## src/rtl/loop_lock_pkg.sv

```systemverilog
// rtl/loop_lock_pkg.sv - shared state type, stat width and saturating helper for loop_lock_ctrl
package loop_lock_pkg;

  typedef enum logic [2:0] {
    ST_IDLE,
    ST_REQ,
    ST_LOCKED,
    ST_REL,
    ST_COOL
  } loop_lock_state_t;

  localparam int STAT_W = 32;

  function automatic logic [STAT_W-1:0] sat_inc(input logic [STAT_W-1:0] v);
    return (&v) ? v : v + STAT_W'(1);
  endfunction

endpackage

```

## src/rtl/loop_lock_timer.sv

```systemverilog
// rtl/loop_lock_timer.sv - loadable up/down counter with terminal-count compare
module loop_lock_timer #(
  parameter int WIDTH = 4
) (
  input  logic             clk,
  input  logic             rst,
  input  logic             load_i,
  input  logic [WIDTH-1:0] load_val_i,
  input  logic             en_i,
  input  logic             down_i,
  input  logic [WIDTH-1:0] term_val_i,
  output logic [WIDTH-1:0] count_o,
  output logic             tc_o
);

  logic [WIDTH-1:0] count_q, count_d;

  always_comb begin
    count_d = count_q;
    if (load_i) begin
      count_d = load_val_i;
    end else if (en_i) begin
      count_d = down_i ? count_q - WIDTH'(1) : count_q + WIDTH'(1);
    end
  end

  always_ff @(posedge clk or posedge rst) begin
    if (rst) begin
      count_q <= '0;
    end else begin
      count_q <= count_d;
    end
  end

  assign count_o = count_q;
  assign tc_o    = (count_q == term_val_i);

endmodule

```

## src/rtl/loop_lock_ctrl.sv

```systemverilog
// rtl/loop_lock_ctrl.sv - I-cache loop lock handshake/window controller; LOOP_LOCK_STATS_EN adds stat counters
module loop_lock_ctrl
  import loop_lock_pkg::*;
#(
  parameter int LOCK_TIMEOUT = 1024,
  parameter int COOLDOWN     = 16
) (
  input  logic              clk,
  input  logic              rst,
  input  logic              lock_start,
  input  logic              lock_cache,
  input  logic              flush,
  output logic              ic_lock_req,
  input  logic              ic_lock_ack,
  output logic              ic_unlock_req,
  input  logic              ic_unlock_ack,
  output logic              ic_lock_en,
  output logic              busy,
  output logic              timeout_evt
`ifdef LOOP_LOCK_STATS_EN
  ,
  output logic [STAT_W-1:0] stat_locks,
  output logic [STAT_W-1:0] stat_timeouts
`endif
);

  localparam int TW = $clog2(LOCK_TIMEOUT);
  localparam int CW = (COOLDOWN > 1) ? $clog2(COOLDOWN) : 1;
  localparam logic [TW-1:0] TO_LAST   = TW'(LOCK_TIMEOUT - 1);
  localparam logic [CW-1:0] COOL_INIT = (COOLDOWN > 0) ? CW'(COOLDOWN - 1) : '0;

  loop_lock_state_t state_q, state_d;
  logic             abort_q, abort_d;
  logic             tevt_q, tevt_d;

  logic [TW-1:0] to_cnt;
  logic          to_tc;
  logic [CW-1:0] cd_cnt;
  logic          cd_tc;
  logic [CW-1:0] cd_load_val;

  logic abort_now, lock_drop, timeout_hit;

  assign abort_now   = abort_q | flush | ~lock_cache;
  assign lock_drop   = flush | ~lock_cache;
  // A fresh loop push in the same cycle as terminal count restarts the window instead of timing out
  assign timeout_hit = to_tc & ~lock_start;

  loop_lock_timer #(.WIDTH(TW)) u_timeout (
    .clk        (clk),
    .rst        (rst),
    .load_i     ((state_q != ST_LOCKED) | lock_start),
    .load_val_i ('0),
    .en_i       (1'b1),
    .down_i     (1'b0),
    .term_val_i (TO_LAST),
    .count_o    (to_cnt),
    .tc_o       (to_tc)
  );

  assign cd_load_val = ((state_q == ST_REL) && ic_unlock_ack) ? COOL_INIT : '0;

  loop_lock_timer #(.WIDTH(CW)) u_cooldown (
    .clk        (clk),
    .rst        (rst),
    .load_i     (state_q != ST_COOL),
    .load_val_i (cd_load_val),
    .en_i       (1'b1),
    .down_i     (1'b1),
    .term_val_i ('0),
    .count_o    (cd_cnt),
    .tc_o       (cd_tc)
  );

  always_ff @(posedge clk or posedge rst) begin
    if (rst) begin
      state_q <= ST_IDLE;
      abort_q <= 1'b0;
      tevt_q  <= 1'b0;
    end else begin
      state_q <= state_d;
      abort_q <= abort_d;
      tevt_q  <= tevt_d;
    end
  end

  always_comb begin
    state_d = state_q;
    abort_d = 1'b0;
    tevt_d  = 1'b0;
    case (state_q)
      ST_IDLE: begin
        if (lock_start && !flush) state_d = ST_REQ;
      end
      ST_REQ: begin
        if (ic_lock_ack) begin
          state_d = abort_now ? ST_REL : ST_LOCKED;
        end else begin
          abort_d = abort_now;
        end
      end
      ST_LOCKED: begin
        if (lock_drop) begin
          state_d = ST_REL;
        end else if (timeout_hit) begin
          state_d = ST_REL;
          tevt_d  = 1'b1;
        end
      end
      ST_REL: begin
        if (ic_unlock_ack) state_d = (COOLDOWN > 0) ? ST_COOL : ST_IDLE;
      end
      ST_COOL: begin
        if (cd_tc) state_d = ST_IDLE;
      end
      default: state_d = ST_IDLE;
    endcase
  end

  always_comb begin
    ic_lock_req   = (state_q == ST_REQ);
    ic_unlock_req = (state_q == ST_REL);
    ic_lock_en    = (state_q == ST_LOCKED);
    busy          = (state_q != ST_IDLE);
    timeout_evt   = tevt_q;
  end

`ifdef LOOP_LOCK_STATS_EN
  logic [STAT_W-1:0] locks_q, touts_q;
  logic              enter_locked;

  assign enter_locked = (state_q == ST_REQ) && (state_d == ST_LOCKED);

  always_ff @(posedge clk or posedge rst) begin
    if (rst) begin
      locks_q <= '0;
      touts_q <= '0;
    end else begin
      if (enter_locked) locks_q <= sat_inc(locks_q);
      if (tevt_d)       touts_q <= sat_inc(touts_q);
    end
  end

  assign stat_locks    = locks_q;
  assign stat_timeouts = touts_q;
`endif

endmodule

```

## config.mk

```make
export PLATFORM = sky130hd
export DESIGN_NAME = loop_lock_ctrl
export DESIGN_NICKNAME = d
export VERILOG_FILES = /design/src/rtl/loop_lock_pkg.sv /design/src/rtl/loop_lock_timer.sv /design/src/rtl/loop_lock_ctrl.sv
export SDC_FILE = /design/constraint.sdc
export NUM_CORES = 1
export LEC_CHECK = 0
export CELL_PAD_IN_SITES_DETAIL_PLACEMENT = 1
export CELL_PAD_IN_SITES_GLOBAL_PLACEMENT = 2
export CORE_UTILIZATION = 36
export CTS_BUF_LIST = sky130_fd_sc_hd__clkbuf_8 sky130_fd_sc_hd__clkbuf_16
export DETAILED_ROUTE_END_ITERATION = 7
export HOLD_SLACK_MARGIN = 0.15
export PLACE_DENSITY_LB_ADDON = 0.1
export SYNTH_ARGS = -nofsm -noshare
export SYNTH_HDL_FRONTEND = slang
export SYNTH_SLANG_ARGS = --single-unit
```

## constraint.sdc

```tcl
create_clock -name clk -period 2.9 [get_ports clk]
set_clock_uncertainty 0.05 [all_clocks]
set_input_delay 0.87 -clock clk [delete_from_list [all_inputs] [get_ports clk]]
set_output_delay 0.87 -clock clk [all_outputs]
set_load 0.02 [all_outputs]
```

-- Word level (Yosys, flattened, before mapping)
Index checks and enable logic that the tools add are counted.
- flip-flop bits (word level): 19
- input bits: 7
- logic and storage cells: 49
- add/sub/neg operators: 2
- eq/ne operators: 12
- multiplexer cells: 16
- bitwise operators: 7
- reductions and logical operators: 7
- operator list (cell ; count):
    3-bit two-way mux ; 6
    3-bit one-hot mux with 5 select lines ; 1
    10-bit by 1-bit adder with 10-bit output (second input constant) ; 1
    10-bit == test (second input constant) ; 1
    10-bit two-way mux ; 1
    4-bit two-way mux ; 2
    3-bit by 2-bit == test with 1-bit output (second input constant) ; 2
    1-bit two-way mux ; 6
    5-bit AND reduction ; 1
    4-bit logical NOT ; 1
    2-bit by 1-bit inequality test with 1-bit output (second input constant) ; 2
    2-bit inequality test (second input constant) ; 2
    1-bit bitwise OR ; 4
    4-bit by 1-bit subtractor with 4-bit output (second input constant) ; 1
    3-bit by 1-bit == test with 1-bit output (second input constant) ; 1
    3-bit == test (second input constant) ; 1
    3-bit logical NOT ; 1
    3-bit by 1-bit inequality test with 1-bit output (second input constant) ; 1
    3-bit by 2-bit inequality test with 1-bit output (second input constant) ; 1
    3-bit inequality test (second input constant) ; 1
    3-bit nonzero test ; 1
    1-bit logical AND ; 2
    1-bit inverter ; 2
    1-bit AND ; 1
    1-bit logical NOT ; 1

-- Longest topological paths before layout
Gate-level depths: netlist of run 1.
- word-level depth: 5
- gate-level depth with buffers: 4
- gate-level depth less buffers: 4

-- Hierarchy
A second synthesis of run 1 with hierarchy kept.
- cells, all modules: 188
- area total of the unflattened synthesis: 1676.6 um^2
- modules (own cells, without submodules) (module ; times used ; cells an instance ; area an instance (um^2) ; seq. area each (um^2)):
    loop_lock_timer at u_timeout ; 1 ; 112 ; 993.5 ; 250.2
    loop_lock_timer at u_cooldown ; 1 ; 41 ; 376.6 ; 100.1
    loop_lock_ctrl ; 1 ; 35 ; 306.5 ; 125.1

-- Worst setup path after synthesis of run 1
OpenSTA, ideal clock, no wires.
- kind: register -> output
- start point: register state_q[0]
- end point: output ic_lock_en
- arrival: 1.151 ns
- path slack: 0.829 ns
- stages on the path, launching flop included: 3
- path through: dfrtp_1 -> buf_2 -> nor3b_1
- word-level cells in the longest chain between the ends: 1
- ends and longest elaborated chain (element ; line ; RTL):
    start, declared ; loop_lock_ctrl.sv:32 ; loop_lock_state_t state_q, state_d;
    start signal, assigned ; loop_lock_ctrl.sv:81 ; state_q <= state_d;
    3-bit by 2-bit == test with 1-bit output ; loop_lock_ctrl.sv:123 ; ic_lock_en = (state_q == ST_LOCKED);
    end, declared ; loop_lock_ctrl.sv:17 ; output logic ic_lock_en,
Every way passes these cells.

-- Final worst setup path of run 1
Ends and elaborated chain as after synthesis.

==> results of run 1 <==
==> routing by layer <==
metal | GRT usage (%) | routed length [um] | up-vias | part of all wire (%)
met5 | 0 | 0 | - | 0
met4 | 5.263 | 12 | 0 | 0.61
met3 | 3.448 | 64 | 2 | 3.2
met2 | 26.04 | 891 | 10 | 45
met1 | 23.49 | 1003 | 349 | 51
li1 | - | - | 357 | -
==> sequential cells by signal (all words and copies together), names as in the netlist <==
register and count:
timeout_evt 1, u_timeout.count_o 10, abort_q 1, u_cooldown.count_o 4
state_q 3
==> through the flow <==
stage	hold WS (ns)	total power, mW	area [um2]	cells	worst slack (ns)
after CTS	0.4470	0.8725	1139	136	0.1509
final	0.4444	0.8597	1139	136	0.1625
after global routing	0.4869	0.9250	1139	136	0.02962
after detailed placement	0.4346	0.6796	1092	132	0.4497
after floorplan	0.4042	0.5760	952.2	93	0.8288
after global placement	0.4305	0.6659	1092	132	0.4795
==> cells in the mapped netlist <==
cell	n	area, um2
nor3_1	1	5.000
o41ai_1	1	8.760
o31ai_1	1	7.510
dfrtp_1	19	475.5
mux2i_1	1	10.01
nand4b_1	1	8.760
nor2b_1	1	6.260
nor3b_1	3	22.52
nor4_1	2	12.51
o311ai_0	1	8.760
clkbuf_2	1	5.000
nand3b_1	2	15.01
nor4b_4	1	23.77
nand4_1	1	6.260
nand2b_1	5	31.28
or3_2	1	7.510
and3b_1	1	8.760
nand4_2	1	12.51
nand2_1	7	26.28
and2_1	1	6.260
inv_1	6	22.52
xnor2_1	4	35.03
xor2_1	1	8.760
or4_1	1	7.510
a221o_1	1	10.01
nor2_1	6	22.52
a2bb2oi_1	1	8.760
mux2_2	1	11.26
buf_2	2	10.01
or3_1	2	12.51
ha_1	2	25.02
a21oi_1	4	20.02
nand3_1	2	10.01
o21ai_0	8	40.04
==> layout make-up <==
cell class / count / area [um2]
inverters: 6 / 22.52
flip-flops and latches: 19 / 475.5
clock inverters: 1 / 5.005
repair buffers: 12 / 117.6
multi-input cells: 65 / 439.2
fillers: 295 / 1339
clock buffers: 3 / 41.29
well taps: 30 / 37.54
==> worst max-delay path: stages (launching register included) <==
cell and delay (ns):
dfrtp_1 0.50, nor3b_1 0.39, clkdlybuf4s50_1 0.67
==> logic make-up after synthesis <==
group           count (synthesis)
simple gates                   39
buf+inv                         9
flops                          19
xor+xnor                        5
compound gates                 17
fa+ha+maj                       2
mux                             2
==> path summary, 6_finish.rpt <==
check / to / slack, ns / cells after the start
worst max-delay path: ic_lock_en / 0.16 / 2
worst min-delay path: u_timeout.count_o[0]$_DFF_PP0_ / 0.44 / 1
worst max register to register: u_timeout.count_o[8]$_DFF_PP0_ / 1.29 / 4
worst min register to register: u_timeout.count_o[0]$_DFF_PP0_ / 0.44 / 1
max in group asynchronous: state_q[0]$_DFFE_PP0P_ / 1.71 / 3
min in group asynchronous: u_timeout.count_o[0]$_DFF_PP0_ / 0.88 / 3
==> power groups by stage <==
| stage | logic (mW) | clock network, mW | registers (mW) |
|---|---|---|---|
| after detailed placement | 0.301 | 0 | 0.379 |
| final | 0.297 | 0.187 | 0.376 |
| after floorplan | 0.246 | 0 | 0.330 |
| after global placement | 0.292 | 0 | 0.374 |
| after global routing | 0.328 | 0.211 | 0.386 |
| after CTS | 0.303 | 0.194 | 0.376 |
==> results.ini, run 1 <==
[finish]
nets = 116
diodes = 0
layout_commonest_cell = dfrtp_1
drive_gt1_share_pct = 8.491
mostFrequentLayoutCells = 19 x dfrtp_1, 11 x clkdlybuf4s50_1, 8 x o21ai_0
final_core_util_pct = 45.96
layout-area-overhead-vs-synth_pct = 19.58

[power_and_ir_drop]
p_int_mw = 0.5587
p_leak_nw = 0.4597
pwr-share-comb_pct = 34.6
switching_share_pct = 35.02
power_density_nw_per_um2 = 755.1
p_sw_mw = 0.3011
p_clk_share_pct = 21.7
vdd_drop_max_mv = 0.4209
power_frac_seq_pct = 43.7

[cts]
insertion_delay_ns = 0.25
tritoncts = done
h-tree-depth = 1
root_buffer = clkbuf_8
cts_sinks = 19
cts_hold_buf = 0
cts-resized-gates = 0
clk_pin_slew_ns = 0.08
clk_path_buf_depth = 2
post_cts_buffers = 0
cts_buffers = 3

[critical_path]
start_kind = register
end_kind = output port
crit_required_ns = 1.98
path_max_fanout = 10
reg2reg_from = u_timeout.count_o[0]$_DFF_PP0_
critPathLaunch = state_q[0]$_DFFE_PP0P_
crit_type = register to output port
arrival_ns = 1.82

[die]
ios = 12
fp.dieArea_um2 = 2855
core_um2 = 2477
die-height_um = 53.43
die_x_um = 53.43
initial_core_util_pct = 38.43
num_rows = 18

[placement]
gp_congestion = 0.7249
io_buffers = 11
dp.final_hpwl_mm = 1.434

[routing]
drt_iter0_drc = 6
routedWlPerCell_um = 14.49
wl_mm = 1.971
via_per_inst = 5.279
drc_errors = 0
dr.pass1.iters = 4
dr_total_vias = 718
final_antenna_net_count = 0

[synth]
synth_fp_nets = 102
synthMuxAreaShare_pct = 2.234
syn_avg_cell_area_um2 = 10.24
synth_cell_types = 34
yosys.area_share.simple_pct = 25.76
synth_xor_area_share_pct = 4.599
syn_area_um2 = 952.2
synth_top_family_by_area = simple AND/OR/NAND/NOR gates
ys_seq_elements = 19
yosys.area_share.adder_pct = 2.628
yosys_warnings = 0
synth_compound_area_share_pct = 10.91
synth_cells = 93
seq_area_frac_synth_pct = 49.93

[job]
maxCapViolCount = 0

[grt]
grt_max_degree = 20
grt_use_total_pct = 16.93
grt_antenna_before_repair = 0
grt_pass1_vias = 712
grt_first_pass_wirelength_mm = 3.387
grt_overflow = 0

[sta]
worstMarginPinSlew_ns = 0.3553
fmax_mhz = 365.3
drv_slew = 0
final.setup.tns_ns = 0
hold_viol = 0
finalSetupViolCount = 0
relSlewSlack_pct = 76.26
rsz0062_at_grt = no
min_period_ns = 2.738
fin_crit_sh_pct = 94.40

[min_path]
min_path_type = register to register
hp-start = u_timeout.count_o[0]$_DFF_PP0_

[outcome]
outcome = finished clean

(Power assumes the default switching activity.)
==> inputs of run 2 (changes only) <==
--- a/config.mk
+++ b/config.mk
@@ -5,10 +5,12 @@
 export SDC_FILE = /design/constraint.sdc
 export NUM_CORES = 1
 export LEC_CHECK = 0
+export ABC_CLOCK_PERIOD_IN_PS = 2900
 export CELL_PAD_IN_SITES_DETAIL_PLACEMENT = 1
 export CELL_PAD_IN_SITES_GLOBAL_PLACEMENT = 2
 export CORE_UTILIZATION = 36
 export CTS_BUF_LIST = sky130_fd_sc_hd__clkbuf_8 sky130_fd_sc_hd__clkbuf_16
+export CTS_CLUSTER_DIAMETER = 80
 export DETAILED_ROUTE_END_ITERATION = 7
 export HOLD_SLACK_MARGIN = 0.15
 export PLACE_DENSITY_LB_ADDON = 0.1
==> results of run 2 <==
Same layout as run 1: the final DEF is identical, and so are final timing and power.
